File: src/rtl/trivium_pkg.sv
// Trivium cipher definitions shared by the keystream core and its users.
//   - widths of the cipher state, key and IV, default warm-up length
//   - zero-based tap positions (s<n> lives at bit n-1)
//   - load and single-step functions, top-level FSM state enum
package trivium_pkg;

    localparam int unsigned STATE_BITS      = 288;
    localparam int unsigned KEY_BITS        = 80;
    localparam int unsigned IV_BITS         = 80;
    localparam int unsigned LEN_BITS        = 16;
    localparam int unsigned INIT_STEPS_DFLT = 1152;

    // Tap positions: S<n> is the bit index of Trivium's s<n>
    localparam int unsigned S66  = 65;
    localparam int unsigned S69  = 68;
    localparam int unsigned S91  = 90;
    localparam int unsigned S92  = 91;
    localparam int unsigned S93  = 92;
    localparam int unsigned S94  = 93;
    localparam int unsigned S162 = 161;
    localparam int unsigned S171 = 170;
    localparam int unsigned S175 = 174;
    localparam int unsigned S176 = 175;
    localparam int unsigned S177 = 176;
    localparam int unsigned S178 = 177;
    localparam int unsigned S243 = 242;
    localparam int unsigned S264 = 263;
    localparam int unsigned S286 = 285;
    localparam int unsigned S287 = 286;
    localparam int unsigned S288 = 287;

    typedef logic [STATE_BITS-1:0] tstate_t;

    typedef struct packed {
        tstate_t state;
        logic    z;
    } step_t;

    typedef enum logic [2:0] {
        IDLE,
        WARMUP,
        STREAM,
        DRAIN,
        DONE
    } fsm_t;

    // Initial state: key MSB-first into s1..s80, IV MSB-first into s94..s173, s286..s288 = 1
    function automatic tstate_t trivium_load(input logic [KEY_BITS-1:0] key,
                                             input logic [IV_BITS-1:0]  iv);
        tstate_t s;
        s = '0;
        for (int i = 0; i < 80; i++) begin
            s[i]       = key[79 - i];
            s[S94 + i] = iv[79 - i];
        end
        s[S288:S286] = 3'b111;
        return s;
    endfunction

    // One keystream step: output bit z and the shifted state
    function automatic step_t trivium_step(input tstate_t s);
        logic  t1;
        logic  t2;
        logic  t3;
        step_t r;
        t1  = s[S66]  ^ s[S93];
        t2  = s[S162] ^ s[S177];
        t3  = s[S243] ^ s[S288];
        r.z = t1 ^ t2 ^ t3;
        t1  = t1 ^ (s[S91]  & s[S92])  ^ s[S171];
        t2  = t2 ^ (s[S175] & s[S176]) ^ s[S264];
        t3  = t3 ^ (s[S286] & s[S287]) ^ s[S69];
        r.state = {s[S287:S178], t2, s[S176:S94], t1, s[S92:0], t3};
        return r;
    endfunction

endpackage

File: src/rtl/trivium_keystream_core.sv
// Trivium keystream core: holds the 288-bit state, produces W keystream bits per cycle.
//   clk, reset  : clock, synchronous active-high reset (state cleared)
//   load_i      : load key_i/iv_i into the state (priority over advance_i)
//   advance_i   : step the state W times
//   z_word_c_o  : keystream word for the next W steps from the current state, first bit in MSB
module trivium_keystream_core
    import trivium_pkg::*;
#(
    parameter int unsigned W = 8
) (
    input  logic                clk,
    input  logic                reset,
    input  logic                load_i,
    input  logic [KEY_BITS-1:0] key_i,
    input  logic [IV_BITS-1:0]  iv_i,
    input  logic                advance_i,
    output logic [W-1:0]        z_word_c_o
);

    tstate_t state_q;
    tstate_t state_d;
    tstate_t state_adv;
    step_t   st;

    // W unrolled steps; z_word is valid whether or not the caller advances
    always_comb begin
        state_adv  = state_q;
        z_word_c_o = '0;
        st         = '0;
        for (int i = 0; i < W; i++) begin
            st                   = trivium_step(state_adv);
            z_word_c_o[W-1-i]    = st.z;
            state_adv            = st.state;
        end
    end

    always_comb begin
        state_d = state_q;
        if (load_i) begin
            state_d = trivium_load(key_i, iv_i);
        end else if (advance_i) begin
            state_d = state_adv;
        end
    end

    always_ff @(posedge clk) begin
        if (reset) begin
            state_q <= '0;
        end else begin
            state_q <= state_d;
        end
    end

endmodule

File: src/rtl/trivium_decrypt_stream.sv
// Streaming Trivium decryptor: warm-up, then XOR ciphertext words with the keystream.
//   clk, reset          : clock, synchronous active-high reset
//   key, iv, len, start : message setup, sampled on start in IDLE (len in bits, floored to words)
//   ct_valid/ct_ready/ct_data : ciphertext input handshake, MSB is the earliest bit
//   pt_valid/pt_ready/pt_data : plaintext output handshake, MSB is the earliest bit
//   busy                : high while warming up, streaming or draining
//   done                : one-cycle pulse once the message is complete
module trivium_decrypt_stream
    import trivium_pkg::*;
#(
    parameter int unsigned W          = 8,
    parameter int unsigned INIT_STEPS = INIT_STEPS_DFLT
) (
    input  logic                clk,
    input  logic                reset,
    input  logic [KEY_BITS-1:0] key,
    input  logic [IV_BITS-1:0]  iv,
    input  logic [LEN_BITS-1:0] len,
    input  logic                start,
    input  logic                ct_valid,
    output logic                ct_ready,
    input  logic [W-1:0]        ct_data,
    output logic                pt_valid,
    input  logic                pt_ready,
    output logic [W-1:0]        pt_data,
    output logic                busy,
    output logic                done
);

    localparam int unsigned WARM_CYCLES = INIT_STEPS / W;
    localparam int unsigned CNT_W       = (WARM_CYCLES > 1) ? $clog2(WARM_CYCLES) : 1;
    localparam int unsigned W_LOG2      = $clog2(W);

    fsm_t                state_q, state_d;
    logic [LEN_BITS-1:0] words_left_q, words_left_d;
    logic [CNT_W-1:0]    warm_cnt_q, warm_cnt_d;
    logic                pt_valid_q, pt_valid_d;
    logic [W-1:0]        pt_data_q, pt_data_d;
    logic                done_q, done_d;
    logic                busy_q, busy_d;
    logic [LEN_BITS-1:0] msg_words;
    logic                core_load;
    logic                core_adv;
    logic                ct_accept;
    logic [W-1:0]        z_word;

    trivium_keystream_core #(.W(W)) u_core (
        .clk        (clk),
        .reset      (reset),
        .load_i     (core_load),
        .key_i      (key),
        .iv_i       (iv),
        .advance_i  (core_adv),
        .z_word_c_o (z_word)
    );

    // Floor of len/W; W is a power of two
    assign msg_words = len >> W_LOG2;

    // Next state, handshakes and output-register updates
    always_comb begin
        state_d      = state_q;
        words_left_d = words_left_q;
        warm_cnt_d   = warm_cnt_q;
        pt_valid_d   = pt_valid_q;
        pt_data_d    = pt_data_q;
        done_d       = 1'b0;
        core_load    = 1'b0;
        core_adv     = 1'b0;
        ct_ready     = 1'b0;
        ct_accept    = 1'b0;

        case (state_q)
            IDLE: begin
                if (start) begin
                    core_load    = 1'b1;
                    words_left_d = msg_words;
                    warm_cnt_d   = '0;
                    if (msg_words == '0) begin
                        state_d = DONE;
                        done_d  = 1'b1;
                    end else begin
                        state_d = WARMUP;
                    end
                end
            end
            WARMUP: begin
                core_adv   = 1'b1;
                warm_cnt_d = warm_cnt_q + CNT_W'(1);
                if (warm_cnt_q == CNT_W'(WARM_CYCLES - 1)) begin
                    state_d = STREAM;
                end
            end
            STREAM: begin
                // The output slot is free if empty or being emptied this cycle
                ct_ready  = !pt_valid_q || pt_ready;
                ct_accept = ct_valid && ct_ready;
                if (pt_valid_q && pt_ready) begin
                    pt_valid_d = 1'b0;
                end
                if (ct_accept) begin
                    pt_data_d    = ct_data ^ z_word;
                    pt_valid_d   = 1'b1;
                    core_adv     = 1'b1;
                    words_left_d = words_left_q - LEN_BITS'(1);
                    if (words_left_q == LEN_BITS'(1)) begin
                        state_d = DRAIN;
                    end
                end
            end
            DRAIN: begin
                if (pt_valid_q && pt_ready) begin
                    pt_valid_d = 1'b0;
                    done_d     = 1'b1;
                    state_d    = IDLE;
                end
            end
            DONE: begin
                state_d = IDLE;
            end
            default: begin
                state_d = IDLE;
            end
        endcase

        busy_d = (state_d == WARMUP) || (state_d == STREAM) || (state_d == DRAIN);
    end

    always_ff @(posedge clk) begin
        if (reset) begin
            state_q      <= IDLE;
            words_left_q <= '0;
            warm_cnt_q   <= '0;
            pt_valid_q   <= 1'b0;
            pt_data_q    <= '0;
            done_q       <= 1'b0;
            busy_q       <= 1'b0;
        end else begin
            state_q      <= state_d;
            words_left_q <= words_left_d;
            warm_cnt_q   <= warm_cnt_d;
            pt_valid_q   <= pt_valid_d;
            pt_data_q    <= pt_data_d;
            done_q       <= done_d;
            busy_q       <= busy_d;
        end
    end

    assign pt_valid = pt_valid_q;
    assign pt_data  = pt_data_q;
    assign done     = done_q;
    assign busy     = busy_q;

endmodule

File: config.mk
export PLATFORM = sky130hd
export DESIGN_NAME = trivium_decrypt_stream
export DESIGN_NICKNAME = d
export VERILOG_FILES = /design/src/rtl/trivium_pkg.sv /design/src/rtl/trivium_keystream_core.sv /design/src/rtl/trivium_decrypt_stream.sv
export SDC_FILE = /design/constraint.sdc
export NUM_CORES = 1
export LEC_CHECK = 0
export ABC_AREA = 1
export CELL_PAD_IN_SITES_DETAIL_PLACEMENT = 2
export CELL_PAD_IN_SITES_GLOBAL_PLACEMENT = 2
export CORE_MARGIN = 2
export CORE_UTILIZATION = 30
export CTS_CLUSTER_DIAMETER = 30
export DETAILED_ROUTE_END_ITERATION = 10
export PLACE_DENSITY = 0.81
export SLEW_MARGIN = 30
export SYNTH_ARGS = -nofsm -noshare
export SYNTH_HDL_FRONTEND = slang
export SYNTH_HIERARCHICAL = 1
export SYNTH_SLANG_ARGS = --single-unit
File: constraint.sdc
create_clock -name clk -period 2.2 [get_ports clk]
set_clock_uncertainty 0.05 [all_clocks]
set_input_delay 0.44 -clock clk [delete_from_list [all_inputs] [get_ports clk]]
set_output_delay 0.44 -clock clk [all_outputs]
set_load 0.05 [all_outputs]
After elaboration in Yosys (flattened, before gate mapping)
Index checks and enable logic that the tools add are counted.
Operators by class
  mux-type cells: 26
  bitwise gates (word level): 113
  add/sub/neg operators: 2
  equal/unequal tests: 10
  reduce and logical (&&, ||, !) cells: 16
Operator list (number)
  $mux 288: 2
  $xor 1x1->1: 88
  $mux 16: 2
  $pmux 16 s2: 1
  $and 1x1->1: 24
  $mux 3: 6
  $eq 16x1->1 const B: 1
  $logic_not 16->1: 1
  $pmux 8 s2: 1
  $sub 16x1->16 const B: 1
  $eq 3x2->1 const B: 4
  $pmux 3 s4: 1
  $mux 1: 9
  $add 8x1->8 const B: 1
  $eq 8x8->1 const B: 1
  $mux 8: 1
  $reduce_bool 2->1: 4
  $xor 8x8->8: 1
  $eq 3x1->1 const B: 2
  $pmux 1 s2: 3
  $ne 2x2->1 const B: 2
  $reduce_and 2->1: 2
  $logic_not 3->1: 1
  $logic_or 1x1->1: 3
  other kinds (4): 5
Word-level totals
  input bits: 189
  output and inout port bits: 12
  word-level logic and storage cells: 176
  flip-flop bits (word level): 326

Depth between registers and ports, before layout
Gate-level depths: netlist of the first run.
  word-level depth: 8
  mapped depth: 14
  mapped depth without buffers: 11

Hierarchy
The synthesis of the first run kept the hierarchy.
By module, submodules not included
  trivium_keystream_core: cells an instance 1984, area each 13217.7 um2, times used 1, seq. area each 5765.5 um2
  trivium_decrypt_stream: cells an instance 321, area each 2162.1 um2, times used 1, seq. area each 760.7 um2

Worst setup path before layout of the first run
No wires, ideal clock.
  path kind: reg-to-reg
  start: register pt_valid_q (netlist: pt_valid)
  end: register u_core.state_q[163]
  required time: 2.037 ns
  clock period less this slack: 2.141 ns
  setup slack: 0.059 ns
  library setup time: 0.113 ns
  stages on the path, launching flop included: 15
  arrival: 1.978 ns
  path buffers: 3
  cells stage by stage: dfxtp_1 > inv_1 > nor2_1 > nor2_1 > nand2_4 > nand2_1 > buf_4 > inv_2 > nor2_4 > inv_2 > buf_6 > buf_2 > nor2_1 > o21ai_1 > inv_1
Between the ends
  word-level cells in the longest chain between the ends: 6
RTL lines
  from (decl): line trivium_decrypt_stream.sv:37  | logic pt_valid_q, pt_valid_d;
  from (signal assigned): line trivium_decrypt_stream.sv:142  | pt_valid_q <= pt_valid_d;
  $logic_not 1->1: line trivium_decrypt_stream.sv:96  | ct_ready = !pt_valid_q || pt_ready;
  $logic_or 1x1->1: line trivium_decrypt_stream.sv:96
  $logic_and 1x1->1: line trivium_decrypt_stream.sv:97  | ct_accept = ct_valid && ct_ready;
  $mux 1: line trivium_decrypt_stream.sv:101  | if (ct_accept) begin
  $pmux 1 s2: line trivium_decrypt_stream.sv:73  | case (state_q)
  net core_adv: line trivium_decrypt_stream.sv:43  | logic core_adv;
  $reduce_bool 2->1 (no line)
  to (signal assigned): line trivium_keystream_core.sv:50  | state_q <= state_d;
  to (decl): line trivium_keystream_core.sv:20  | tstate_t state_q;
The timed path passes the listed nets, and every way through them passes these cells.
A chain may end at the register's enable or synchronous reset.

Worst setup path in the final report of the first run
  start: register pt_valid_q (netlist: pt_valid)
  end: register u_core.state_q[112]
The elaborated chain is that of the path after synthesis.

==> flow_summary.toml, run 1 <==
[critical_path]
reg2reg_depth = 12
crit_path_top_delay_cell = "dfxtp_1"
timing.rr.end = "u_core/state_q[112]"
crit_arrival_ps = 2650
worstSetupStartpoint = "pt_valid"
critical-path-top-delay-family = "buffers and inverters"
start_kind = "register"
end_kind = "register"
critPathMaxFanout = 26
cp_cell_sequence = "inv_1 > nor2_1 > nor2_1 > nand2_4 > nand2_4 > buf_12 > nor2_4 > buf_4 > buf_12 > nand2_1 > a31o_2 > inv_1"
critPathKind = "reg2reg"
reg2reg_from = "pt_valid"
cp.required_ps = 2710
r2r_slack_ps = 60
path_buf_inv = 5
cpPeakStageDelay_ps = 390

[drt]
firstDrtPassIters = 5
dr_wl_met2_mm = 35.7
ant_nets = 0
viasPerCell = 4.99
drtIter0Drc = 930
maxUsedRoutingLayer = "met5"
wirelength_mm = 68.6
wl_met1_mm = 27.8
via_count = 16400
routedWlPerCell_um = 20.8
drc_errors = 0
route.met3.wl_mm = 2.72

[timing]
report.final.slew_viol_count = 0
maxSlewHeadroom = 0.602
finalSetupTns_ps = 0
setup-violations-final = 0
hold_viol_final = 0
fin_crit_ps = 2140
tightest_slew_ps = 598
layout_setup_ws_ps = 59.8
fmax_mhz = 467
rsz0062_at_grt = "yes"
fin_crit_sh = 0.973

[layout]
design_area_um2 = 21600
syn_to_final_growth_pct = 40.6
fin_nets = 2732
most-common-layout-cells = "629 x nand2_1, 355 x inv_1, 324 x dfxtp_1"
drive_gt1_frac = 0.104
final_common_cell = "nand2_1"

[floorplanning]
io_pins = 201
start_util = 0.305
placeableCoreArea_um2 = 50400
rows = 82
die-width_um = 230
die_y_um = 230
die-area_um2 = 53100

[worst_hold_path]
min-delay-start = "reset"
whs_path_depth = 2
min_to = "done"
hold_class = "in2reg"

[clocking]
insertion_delay_ps = 630
root_buffer = "clkbuf_16"
cts_htree_levels = 3
hold_buffers = 0
cts_tree = "done"
clock_tree.buffer_depth = 3
clock-sinks = 326
cts_buffers = 92
clkTransAtPathRegs_ps = 40

[place]
gp_congestion = 0.809
io_buffers = 197
dp_hpwl_mm = 42.3
placed_area_um2 = 18400
dp_slack_ps = -296

[pwr]
finalPower_w = 0.0228
peakVddDrop_v = 0.000577
p_leak_nw = 9.60
powerDensity_nw_per_um2 = 1050

[yosys]
seq_area_frac_synth = 0.424
syn-cell-area_um2 = 15400
ys_warn_count = 6
synth_cells = 2305
syn_area_per_cell_um2 = 6.67
async_flop_share = 0
synth_top_flop_cell = "dfxtp_1"
syn_nets = 2497
yosysUniqueCellTypes = 35
ys_ff_latch = 326
synth_edf_count = 0

[run_status]
status = "finished, final reports clean"

[global_route]
grt_usage = 0.256
grt_first_pass_wirelength_mm = 107
grt_pass1_vias = 19000
grt_max_degree = 109
grt_overflow = 0
antenna_found_initial = 4

[flow_run]
maxCapViolations = 0
-- synth_stat cells (18+ instances only) --
master	n	area (um2)
o21ai_1	105	526
a211oi_1	64	480
buf_2	43	215
nand3_1	106	531
nand2_1	631	2370
nor2_1	220	826
clkbuf_1	63	236
a21oi_1	115	576
o21ai_0	152	761
dfxtp_1	326	6530
inv_1	356	1340
a22oi_1	18	135
-- flip-flops by register name (all words and copies together) (netlist names) --
name            cells
u_core/state_q    288
words_left_q       16
pt_data             8
warm_cnt_q          8
state_q             3
busy                1
done                1
pt_valid            1
-- power by group --
part / internal [W] / switching [W] / leakage [nW]
Sequential: 0.00626 / 0.000256 / 2.66
Clock: 0.00932 / 0.00422 / 1.56
Combinational: 0.00102 / 0.00170 / 5.38
Total: 0.0166 / 0.00618 / 9.60
-- final cells by class --
class                      instances  area, um2
fill                            5707      28800
multi-input combinational       1488       6940
sequential                       326       6530
timing repair buffer             269       2770
clock buffer                     139       2770
inverter                         363       1370
tap                              672        841
clock inverter                    32        408
antenna                            1       2.50
-- stage by stage --
step	hold WS, ps	instances	util
after global routing	46.3	3289	0.429
after global placement	396	3114	0.365
after CTS	21.2	3285	0.428
after floorplan	376	2305	-
final	47.3	3290	0.429
after detailed placement	407	3114	0.365
-- cell families (layout without fill, tap and decap cells) --
kind of cell / Yosys count / after routing / share of synthesized area
AND/OR/NAND/NOR: 977 / 977 / 0.255
buffers and inverters: 491 / 803 / 0.127
AO/OA/AOI/OAI: 478 / 478 / 0.174
flip-flops: 326 / 326 / 0.424
XOR/XNOR: 30 / 30 / 0.0171
adder cells (fa/ha/maj): 3 / 3 / 0.00244
other: 0 / 1 / 0
-- worst register-to-register path, delay by kind of cell, from the launching register on --
kind                   cells  cell delay [ps]
AOI/OAI and AO/OA          1              240
buffers and inverters      5              720
DFF                        1              390
and+or+nand+nor            6              680
-- how the worst max path moves through the flow --
stage | to | cells past startpoint
final | u_core/state_q[112] | 12
after global routing | u_core/state_q[112] | 12
after CTS | ct_ready | 5
after detailed placement | u_core/state_q[163] | 13
after global placement | u_core/state_q[45] | 13
after floorplan | u_core/state_q[163] | 14
-- timing repair --
| action | in CTS | in global routing |
|---|---|---|
| endpoints found under the setup margin | 12 | 10 |
| pin swaps | 0 | 3 |
| gates resized for setup | 14 | 9 |
| buffers inserted | 0 | 4 |
-- layer usage --
layer / global-route usage / vias to the layer above
li1: - / 7722
met1: 0.287 / 8201
met2: 0.471 / 338
met3: 0.0532 / 155
met4: 0.0992 / 8
met5: 0 / -
(Power assumes the default switching activity.)
==> run 2: changes to the inputs <==
--- a/config.mk
+++ b/config.mk
@@ -6,13 +6,15 @@
 export NUM_CORES = 1
 export LEC_CHECK = 0
 export ABC_AREA = 1
+export CAP_MARGIN = 10
 export CELL_PAD_IN_SITES_DETAIL_PLACEMENT = 2
 export CELL_PAD_IN_SITES_GLOBAL_PLACEMENT = 2
 export CORE_MARGIN = 2
 export CORE_UTILIZATION = 30
-export CTS_CLUSTER_DIAMETER = 30
+export CTS_CLUSTER_DIAMETER = 150
 export DETAILED_ROUTE_END_ITERATION = 10
 export PLACE_DENSITY = 0.81
+export SKIP_LAST_GASP = 1
 export SLEW_MARGIN = 30
 export SYNTH_ARGS = -nofsm -noshare
 export SYNTH_HDL_FRONTEND = slang
==> flow_summary.toml, run 2 (same netlist as run 1, synthesis figures left out) <==
[run_status]
status = "finished, final reports clean"

[place]
io_buffers = 197
gp_congestion = 0.809
placed_area_um2 = 18400
dp_slack_ps = -296
dp_hpwl_mm = 42.3
dp_cells = 3114

[drt]
drc_errors = 0
drtIter0Drc = 713
viasPerCell = 4.89
ant_nets = 0
firstDrtPassIters = 5
routedWlPerCell_um = 18.5
via_count = 15600
wirelength_mm = 59.1

[layout]
drive_gt1_frac = 0.0723
largest_reg_flops = 288
final_cells = 3190
fin_nets = 2678
syn_to_final_growth_pct = 28.5
final_common_cell = "nand2_1"
most-common-layout-cells = "629 x nand2_1, 355 x inv_1, 325 x dfxtp_1"
n_fill_cell = 5938
top_register = "u_core/state_q"
final_util = 0.392
reg_top3 = "u_core/state_q: 288 flops, words_left_q: 16 flops"
design_area_um2 = 19800

[critical_path]
cp.required_ps = 1710
crit_arrival_ps = 1680
critPathKind = "reg2out"
timing.rr.end = "u_core/state_q[60]"
start_kind = "register"
r2r_slack_ps = 70
worstSetupStartpoint = "state_q[1]"
end_kind = "output port"
critPathMaxFanout = 16
reg2reg_depth = 10
reg2reg_from = "state_q[0]"

[clocking]
root_buffer = "clkbuf_16"
cts_htree_levels = 2
hold_buffers = 0
cts_buffers = 40
clock-sinks = 326
cts_tree = "done"
insertion_delay_ps = 570
clock_tree.buffer_depth = 3
clkTransAtPathRegs_ps = 60

[floorplanning]
die-area_um2 = 53100
placeableCoreArea_um2 = 50400
rows = 82
die-width_um = 230
die_y_um = 230
start_util = 0.305
io_pins = 201

[worst_hold_path]
min-delay-start = "reset"
hold_class = "in2reg"
whs_path_depth = 2
min_to = "pt_valid"

[timing]
timing.hold.ws_ps = 104
maxSlewHeadroom = 0.601
rsz0062_at_grt = "yes"
fmax_mhz = 461
hold_viol_final = 0
layout_setup_ws_ps = 29.5
tightest_slew_ps = 598
fin_crit_ps = 2170
fin_crit_sh = 0.987
setup-violations-final = 0
report.final.slew_viol_count = 0

[global_route]
grt_first_pass_wirelength_mm = 93.4
grt_max_degree = 109
grt_usage = 0.220
grt_pass1_vias = 17500
antenna_found_initial = 5
grt_overflow = 0

[flow_run]
maxCapViolations = 0

[pwr]
peakVddDrop_v = 0.000377
powerDensity_nw_per_um2 = 798
p_leak_nw = 8.71
-- run 2: power breakdown --
part           switching [W]  internal [W]
Combinational        0.00159       0.00102
Sequential          0.000236       0.00623
Clock                0.00275       0.00394
Total                0.00458        0.0112
-- run 2: worst max-delay path, stage by stage, from the launching register on --
cell	delay (ps)
dfxtp_1	390
inv_2	100
nor2_4	190
nand2_8	120
nor2_2	150
buf_12	150
-- run 2: worst max path at each step --
stage | cells after the start | endpoint
floorplan | 14 | u_core/state_q[163]
global placement | 13 | u_core/state_q[45]
detailed placement | 13 | u_core/state_q[163]
CTS | 5 | ct_ready
global route | 5 | ct_ready
finish | 5 | ct_ready
-- run 2: what timing repair did --
| item | CTS | global route |
|---|---|---|
| gates resized for setup | 13 | 4 |
| gates cloned | 0 | 1 |
| setup buffers | 0 | 1 |
| setup endpoints to repair | 12 | 9 |
| pin swaps | 0 | 1 |
-- run 2: area by class of cell --
| cell class | instances | area [um2] | share of cell area |
|---|---|---|---|
| multi-input cells | 1488 | 6930 | 0.351 |
| repair buffers | 267 | 2780 | 0.140 |
| flip-flops and latches | 326 | 6530 | 0.330 |
| clock buffers | 59 | 1210 | 0.0614 |
| clock inverters | 13 | 104 | 0.00525 |
| inverters | 363 | 1370 | 0.0691 |
| diodes | 2 | 5.00 | 0.000253 |
| well taps | 672 | 841 | 0.0425 |
-- run 2: metal layers --
metal | GRT usage | vias to the layer above | wire, um
li1 | - | 7575 | -
met1 | 0.255 | 7691 | 24900
met2 | 0.408 | 224 | 30200
met3 | 0.0367 | 102 | 2310
met4 | 0.0708 | 8 | 1660
met5 | 0 | - | 48
-- run 2: stage by stage --
step / TNS [ps] / total power [W]
2_1_floorplan: 0 / 0.00797
3_3_place_gp: -28390 / 0.00904
3_5_place_dp: -40140 / 0.00917
4_1_cts: -25.0 / 0.0159
5_1_grt: -899 / 0.0165
6_report: 0 / 0.0158
